[src/rtl/mem_access_stage.sv]
`default_nettype none
// ============================================================================
// mem_access_stage : MEM pipeline stage, direct-mapped write-through cache,
//                    RAM req/ack FSM. Optional counters: MEM_STAGE_STATS_EN.
// Revision 1.0
// ============================================================================
module mem_access_stage #(
  parameter int DATA_W     = 32,
  parameter int LINE_WORDS = 4,
  parameter int NUM_LINES  = 16,
  parameter int WB_W       = 2
) (
  input  logic                         clk,
  input  logic                         rstn,
  input  logic                         iValid,
  input  logic [WB_W-1:0]              iSIGS_WB,
  input  logic                         iSig_MemRead,
  input  logic                         iSig_MemWrite,
  input  logic                         iSig_branch,
  input  logic                         iALUzero,
  input  logic [31:0]                  iALUresult,
  input  logic [DATA_W-1:0]            iregfile_read_data2,
  output logic                         oStall,
  output logic                         oValid,
  output logic [DATA_W-1:0]            oMemReadData,
  output logic [31:0]                  oALUresult,
  output logic [WB_W-1:0]              oSIGS_WB,
  output logic                         oSig_PCSrc,
  output logic                         oram_req,
  output logic                         oram_we,
  output logic [31:0]                  oram_addr,
  output logic [DATA_W-1:0]            oram_wdata,
  input  logic                         iram_ack,
  input  logic [DATA_W*LINE_WORDS-1:0] iram_rdata
`ifdef MEM_STAGE_STATS_EN
  ,
  output logic [31:0]                  oHitCount,
  output logic [31:0]                  oMissCount
`endif
);

  localparam int OFF_W = $clog2(LINE_WORDS);
  localparam int IDX_W = $clog2(NUM_LINES);
  localparam int TAG_W = 30 - OFF_W - IDX_W;

  typedef enum logic [1:0] {
    S_IDLE  = 2'd0,
    S_FILL  = 2'd1,
    S_WRITE = 2'd2
  } state_e;

  state_e                         state_q, state_d;
  logic [NUM_LINES-1:0]           valid_q;
  logic [TAG_W-1:0]               tag_q  [NUM_LINES];
  logic [DATA_W*LINE_WORDS-1:0]   line_q [NUM_LINES];

  logic                           req_q, req_d, we_q, we_d;
  logic [31:0]                    addr_q, addr_d;
  logic [DATA_W-1:0]              wdata_q, wdata_d;
  logic                           valid_out_q;
  logic [DATA_W-1:0]              rdata_q;
  logic [31:0]                    alu_q;
  logic [WB_W-1:0]                wb_q;

  logic [OFF_W-1:0]               off;
  logic [IDX_W-1:0]               idx;
  logic [TAG_W-1:0]               tag;
  logic                           hit, rd, wr, stall;
  logic [DATA_W-1:0]              cache_word;

  assign off        = iALUresult[OFF_W+1:2];
  assign idx        = iALUresult[OFF_W+2 +: IDX_W];
  assign tag        = iALUresult[31 -: TAG_W];
  assign hit        = valid_q[idx] & (tag_q[idx] == tag);
  // A simultaneous read+write is handled purely as a write.
  assign wr         = iValid & iSig_MemWrite;
  assign rd         = iValid & iSig_MemRead & ~iSig_MemWrite;
  assign cache_word = line_q[idx][off*DATA_W +: DATA_W];

  always_comb begin
    state_d = state_q;
    stall   = 1'b0;
    req_d   = req_q;
    we_d    = we_q;
    addr_d  = addr_q;
    wdata_d = wdata_q;
    case (state_q)
      S_IDLE: begin
        if (wr) begin
          stall   = 1'b1;
          state_d = S_WRITE;
          req_d   = 1'b1;
          we_d    = 1'b1;
          addr_d  = {iALUresult[31:2], 2'b00};
          wdata_d = iregfile_read_data2;
        end else if (rd && !hit) begin
          stall   = 1'b1;
          state_d = S_FILL;
          req_d   = 1'b1;
          we_d    = 1'b0;
          addr_d  = {iALUresult[31:OFF_W+2], {(OFF_W+2){1'b0}}};
        end
      end
      S_FILL: begin
        stall = 1'b1;
        if (iram_ack) begin
          state_d = S_IDLE;
          req_d   = 1'b0;
        end
      end
      S_WRITE: begin
        if (iram_ack) begin
          state_d = S_IDLE;
          req_d   = 1'b0;
        end else begin
          stall = 1'b1;
        end
      end
      default: state_d = S_IDLE;
    endcase
  end

  always_ff @(posedge clk or negedge rstn) begin
    if (!rstn) begin
      state_q     <= S_IDLE;
      valid_q     <= '0;
      req_q       <= 1'b0;
      we_q        <= 1'b0;
      addr_q      <= '0;
      wdata_q     <= '0;
      valid_out_q <= 1'b0;
      rdata_q     <= '0;
      alu_q       <= '0;
      wb_q        <= '0;
    end else begin
      state_q <= state_d;
      req_q   <= req_d;
      we_q    <= we_d;
      addr_q  <= addr_d;
      wdata_q <= wdata_d;
      if (state_q == S_FILL && iram_ack) valid_q[idx] <= 1'b1;
      if (!stall) begin
        valid_out_q <= iValid;
        alu_q       <= iALUresult;
        wb_q        <= iSIGS_WB;
        rdata_q     <= rd ? cache_word : '0;
      end else begin
        valid_out_q <= 1'b0;
      end
    end
  end

  // Tag/data arrays are qualified by valid_q, so they need no reset.
  always_ff @(posedge clk) begin
    if (state_q == S_IDLE && wr && hit) line_q[idx][off*DATA_W +: DATA_W] <= iregfile_read_data2;
    if (state_q == S_FILL && iram_ack) begin
      line_q[idx] <= iram_rdata;
      tag_q[idx]  <= tag;
    end
  end

`ifdef MEM_STAGE_STATS_EN
  logic [31:0] hit_cnt_q, miss_cnt_q;
  logic        filled_q;

  always_ff @(posedge clk or negedge rstn) begin
    if (!rstn) begin
      hit_cnt_q  <= '0;
      miss_cnt_q <= '0;
      filled_q   <= 1'b0;
    end else begin
      if (state_q == S_IDLE && state_d == S_FILL && miss_cnt_q != '1) miss_cnt_q <= miss_cnt_q + 32'd1;
      // A read retiring straight after its own fill is a miss, not a hit.
      if (state_q == S_FILL && iram_ack) begin
        filled_q <= 1'b1;
      end else if (rd && !stall) begin
        filled_q <= 1'b0;
        if (!filled_q && hit_cnt_q != '1) hit_cnt_q <= hit_cnt_q + 32'd1;
      end
    end
  end

  assign oHitCount  = hit_cnt_q;
  assign oMissCount = miss_cnt_q;
`endif

  assign oStall       = stall;
  assign oValid       = valid_out_q;
  assign oMemReadData = rdata_q;
  assign oALUresult   = alu_q;
  assign oSIGS_WB     = wb_q;
  assign oSig_PCSrc   = iValid & iSig_branch & iALUzero;
  assign oram_req     = req_q;
  assign oram_we      = we_q;
  assign oram_addr    = addr_q;
  assign oram_wdata   = wdata_q;

endmodule
`default_nettype wire

[config.mk]
export PLATFORM = sky130hd
export DESIGN_NAME = mem_access_stage
export DESIGN_NICKNAME = d
export VERILOG_FILES = /design/src/rtl/mem_access_stage.sv
export SDC_FILE = /design/constraint.sdc
export NUM_CORES = 2
export LEC_CHECK = 0
export CELL_PAD_IN_SITES_DETAIL_PLACEMENT = 1
export CELL_PAD_IN_SITES_GLOBAL_PLACEMENT = 1
export CORE_ASPECT_RATIO = 0.75
export CORE_MARGIN = 10
export CORE_UTILIZATION = 60
export CTS_CLUSTER_DIAMETER = 120
export DETAILED_ROUTE_END_ITERATION = 8
export DONT_BUFFER_PORTS = 1
export GPL_TIMING_DRIVEN = 0
export PLACE_DENSITY = 0.81
export SYNTH_ARGS = -nofsm -noshare
export SYNTH_HDL_FRONTEND = slang
export SYNTH_SLANG_ARGS = --single-unit
export TNS_END_PERCENT = 50
[constraint.sdc]
create_clock -name clk -period 7.8 [get_ports clk]
set_clock_uncertainty 0.15 [all_clocks]
set_input_delay 1.56 -clock clk [delete_from_list [all_inputs] [get_ports clk]]
set_output_delay 1.56 -clock clk [all_outputs]
set_load 0.05 [all_outputs]
* After elaboration in Yosys (flattened, before gate mapping)
Memory sizes are Yosys's and may differ from the RTL's.
Index checks and enable logic that the tools add are counted.
** Cells by class
- Add/sub/neg operators :: 1
- Multiply operators :: 0
- Divide/modulo/power cells :: 0
- $lt $le $gt $ge :: 2
- Equality and inequality tests :: 5
- Shifts and indexed selects :: 3
- Mux-type cells :: 154
- Bitwise operators :: 136
- Reductions and logical operators :: 14
** Operator list (count)
- $mux W1 :: 142
- $mux W128 :: 1
- $or A1 B1 Y1 :: 128
- $shift A32 B34 Y128 const A :: 1
- $shiftx A128 B8 Y32 :: 1
- $shiftx A32 B34 Y128 :: 1
- $mux W32 :: 3
- $neg A7 Y34 :: 1
- $eq A24 B24 Y1 :: 1
- $or A16 B16 Y16 :: 1
- $and A1 B1 Y1 :: 6
- $mux W2 :: 3
- $reduce_and A2 Y1 :: 3
- $logic_and A1 B1 Y1 :: 5
- $lt A4 B5 Y1 const B :: 1
- $bmux W1 S4 :: 1
- $demux W1 S4 :: 1
- $ge A4 B1 Y1 const B :: 1
- $pmux W2 S2 :: 1
- $reduce_bool A2 Y1 :: 2
- $ne A3 B3 Y1 const B :: 1
- $pmux W1 S3 :: 1
- $reduce_and A3 Y1 :: 1
- $eq A2 B1 Y1 const B :: 1
- other kinds (7) :: 7
** Storage, ports and cells
- Register bits :: 151
- Bits in latches :: 0
- RAM bits :: 2432
- Bits in read-only memories :: 0
- Input port bits :: 202
- Output and inout port bits :: 135
- Word-level logic and storage cells :: 327
- Memories :: 2
** Memory list
- line_q :: depth 16, bits a word 128, read ports 1, clocked after Yosys merged registers in 0, write ports 1, RTL line 55 : logic [DATA_W*LINE_WORDS-1:0] line_q [NUM_LINES];
- tag_q :: depth 16, bits a word 24, read ports 1, clocked after Yosys merged registers in 0, write ports 1, RTL line 54 : logic [TAG_W-1:0] tag_q [NUM_LINES];

* Logic depth before layout (Yosys ltp)
- Word-level depth :: 9
- Mapped depth :: 15

* Worst setup path after synthesis
OpenSTA, ideal clock, no wires.
- Kind :: in2out
- Start :: in iALUresult[4]
- End :: out oStall
- Arrival :: 4428 ps
- Required time :: 6090 ps
- Path slack :: 1662 ps
- Cell stages on the path :: 12
- Path buffers :: 3
- Cell sequence :: buf_2 > buf_2 > mux4_2 > mux2i_1 > xor2_1 > nand4_1 > o41a_1 > nor4_1 > nand4_1 > a41oi_2 > clkbuf_1 > inv_1
** Between the ends
- Longest elaborated chain between the ends :: 8
- Elaborated cells on any way between the ends :: 10
- Classes of those cells :: eq/ne: 1; mux: 5; bitwise: 1; reduce/logical: 2; memory: 1
** Ends and longest elaborated chain
- start: declaration :: RTL line 21 : input logic [31:0] iALUresult,
- $mem_v2 Z16 W24 or $bmux W1 S4 (tied branches)
- $eq A24 B24 Y1 or $mux W1 (tied branches) :: RTL line 74 : assign hit = valid_q[idx] & (tag_q[idx] == tag);
- $and A1 B1 Y1 (*) :: RTL line 74
- $logic_not A1 Y1 (*) :: RTL line 96 : end else if (rd && !hit) begin
- $logic_and A1 B1 Y1 (*) :: RTL line 96
- $mux W1 (*) :: RTL line 96
- $mux W1 (*) :: RTL line 89 : if (wr) begin
- $pmux W1 S3 (*) :: RTL line 87 : case (state_q)
- end: declaration :: RTL line 23 : output logic oStall,
Every way passes the cells marked *; elsewhere a longest branch is shown, timed or not. The select of a mux whose other input is x is not followed.

* Final worst setup path
- Start :: in iALUresult[7]
- End :: out oStall
Same word-level chain as after synthesis.

==> out/metrics.cfg <==
[synthesis]
synth_area_mm2=0.100
synth_cells=4393
ys_ff_latch=2581
synth_top_family_by_area=multiplexers
synth.top_cell.area_share_pct=72.8
synth_edf_count=2432
yosysTopAreaCell=edfxtp_1
netlist_top_cells_area=edfxtp_1, mux4_2, dfrtp_1
synth_area_per_cell_um2=22.8
synth_compound_area_share_pct=1.86
ys_types=59
synth_fa_ha_area_share_pct=0.112
ys_async_sr_fraction_pct=5.77
yosysWarnings=0
synthSimpleGateAreaFrac_pct=1.55
synthFlopType=edfxtp_1
seq_area_frac_synth_pct=76.5
synth_mux_area_share_pct=18.4
synth_xor_area_share_pct=0.253

[cells_and_area]
syn_to_final_growth_pct=12.7
final_common_cell=edfxtp_1
final_area_mm2=0.113
nets=4920
nFillCells=12493
drive_above_1_share_pct=27.6
final_cell_mix=edfxtp_1, mux4_2, clkbuf_16

[run_status]
status=finished with violations
violations=capacitance limit, slew limit, setup timing

[timing]
maxSlewHeadroom_pct=-8.16
layout_setup_ws_ns=-0.161
fin_tns_setup_ns=-1.47
min_period_ns=7.96
fmax_mhz=126
period_share_pct=102
setup_viol_count_final=60
finalHoldViolations=0
tightest_slew_ns=1.62
drv_slew=21

[grt]
grt_pass1_vias=55247
antenna_found_initial=121
grt_pass1_wl_um=485000
grt_usage_pct=38.4
grt_max_degree=150
gr-total-overflow=0

[worst_setup_path]
critPathCaptureType=output port
cp-start-kind=input port
max_stage_delay_ns=0.64
cp.required_ns=6.09
cp_max_fo=10
r2r-end=line_q[14][109]
ff2ff_setup_slack_ns=1.20
timing.rr.start=tag_q[5][2]
path_buf_inv=7
cp_slowest_cell=a31oi_2
cp_data_arrival_time_ns=6.25
crit_type=in2out
critical_path.top_delay_family=buffers and inverters
worstPathCellList=clkbuf_2 > buf_4 > buf_2 > inv_2 > buf_1 > a31oi_2 > nand4_1 > o41a_1 > nor4_1 > nand4_1 > a41oi_4 > clkbuf_1 > inv_1
cpMostUsedCell=nand4_1
r2r_cells=12

[floorplanning]
dieArea_mm2=0.184
die_y_um=374
start_util_pct=60.6
rows=129
core-area_mm2=0.165
die_w_um=492
io-pin-count=337

[cts]
path_clk_slew_ns=0.08
cts_max_path_buffers=3
cts.sinks=2581
clockRootBuffer=clkbuf_16
insertion_delay_ns=0.92
cts_buffers=227
cts_tree=done
cts_max_level=4

[placement]
place.gp.congestion=0.928
post-dp-hpwl_um=217000
placed_area_mm2=0.106
io_buffers=0

[power]
leakagePower_nw=36.1
combPwrFrac_pct=9.7
p_seq_share_pct=54.5
clkPwrFrac_pct=35.8
swShare_pct=28.3
power_switching_mw=9.01
intPower_mw=22.8
peakVddDrop_uv=288
powerDensity_mw_per_mm2=281

[detailed_routing]
routed_wl_um=366000
dr.pass1.iters=9
final_antenna_net_count=0
wl_per_cell_um=50.4
vias=57265
drt_iter0_markers=11631
drc=0
via_per_inst=7.89

[min_path]
worstHoldPathType=in2async

[run]
drv_cap=2

layout make-up:
type	count	area, um2	area share, %
antenna	133	333	0.294
buffer	249	1140	1.01
clock buffer	301	6070	5.37
clock inverter	117	1050	0.925
inverter	52	195	0.173
multi-input combinational	1512	22900	20.2
sequential	2581	76800	67.9
tap	2227	2790	2.47
timing repair buffer	86	1840	1.63
power groups by stage:
stage / sequential [mW] / clock (mW) / combinational (mW)
after floorplan: 17.4 / 0 / 1.65
after global placement: 17.5 / 0 / 2.49
after detailed placement: 17.6 / 0 / 2.76
after CTS: 17.3 / 11.2 / 2.90
after global routing: 17.3 / 11.8 / 3.15
final: 17.3 / 11.4 / 3.09
logic make-up (layout without fill, tap and decap cells):
family	Yosys count	count (layout)
simple gates	338	338
xor+xnor	29	29
mux	889	889
buf+inv	301	805
compound gates	245	245
flops	2581	2581
other cells	1	135
fa+ha+maj	9	9
state kept, by name, indices dropped and copies added (netlist names):
signal        cells
oMemReadData     32
oram_wdata       32
oValid            1
line_q         2048
state_q           2
oram_req          1
tag_q           384
oram_addr        30
oSIGS_WB          2
valid_q          16
oALUresult       32
oram_we           1
worst max path at each step:
stage / startpoint / endpoint / slack (ns) / depth (start not counted)
6_report: iALUresult[7] / oStall / -0.16 / 13
5_1_grt: iALUresult[5] / oStall / -0.07 / 13
4_1_cts: iALUresult[5] / oStall / 0.07 / 13
3_5_place_dp: iALUresult[5] / oStall / -0.86 / 13
3_3_place_gp: iALUresult[6] / line_q[15][104] / -2.08 / 6
2_1_floorplan: iALUresult[4] / oStall / 1.66 / 12
cell usage after synthesis, drive strengths merged (2+ instances only):
| library cell | count |
|---|---|
| a211oi | 2 |
| a21oi | 18 |
| a221oi | 3 |
| a22o | 129 |
| a22oi | 13 |
| a2bb2oi | 2 |
| a31oi | 8 |
| and2 | 8 |
| and3 | 7 |
| buf | 111 |
| clkbuf | 138 |
| dfrtp | 149 |
| edfxtp | 2432 |
| ha | 9 |
| inv | 52 |
| mux2 | 63 |
| mux2i | 72 |
| mux4 | 754 |
| nand2 | 143 |
| nand2b | 2 |
| nand3 | 14 |
| nand3b | 33 |
| nand4 | 4 |
| nor2 | 93 |
| nor2b | 6 |
| nor3 | 5 |
| nor4 | 2 |
| nor4b | 3 |
| o2111ai | 2 |
| o211ai | 4 |
| o21ai | 45 |
| o22ai | 5 |
| o2bb2ai | 2 |
| or2 | 16 |
| xnor2 | 20 |
| xor2 | 9 |
through the flow:
stage / hold WS (ns) / util, % / power (mW) / setup WS [ns] / instances
after floorplan: 0.284 / - / 19.0 / 1.66 / 4394
after global placement: 0.296 / 62.3 / 20.0 / -2.08 / 6621
after detailed placement: 0.310 / 63.8 / 20.3 / -0.864 / 6705
after CTS: 0.171 / 68.1 / 31.4 / 0.0666 / 7124
after global routing: 0.171 / 68.2 / 32.3 / -0.0676 / 7208
final: 0.181 / 68.3 / 31.8 / -0.161 / 7258
what timing repair did:
| item | in CTS | in global routing |
|---|---|---|
| resized for setup | 2 | 6 |
| hold buffers | 0 | 0 |
| setup endpoints to repair | 13 | 128 |
| pin swaps | 1 | 0 |
| buffers inserted | 1 | 0 |
metal layers:
metal | vias up | routed length (um) | global-route usage (%)
li1 | 19377 | - | -
met1 | 29424 | 110000 | 48.5
met2 | 6845 | 162000 | 55.4
met3 | 1539 | 64700 | 17.7
met4 | 80 | 28100 | 21.7
met5 | - | 652 | 0.130
(Power assumes the default switching activity.)
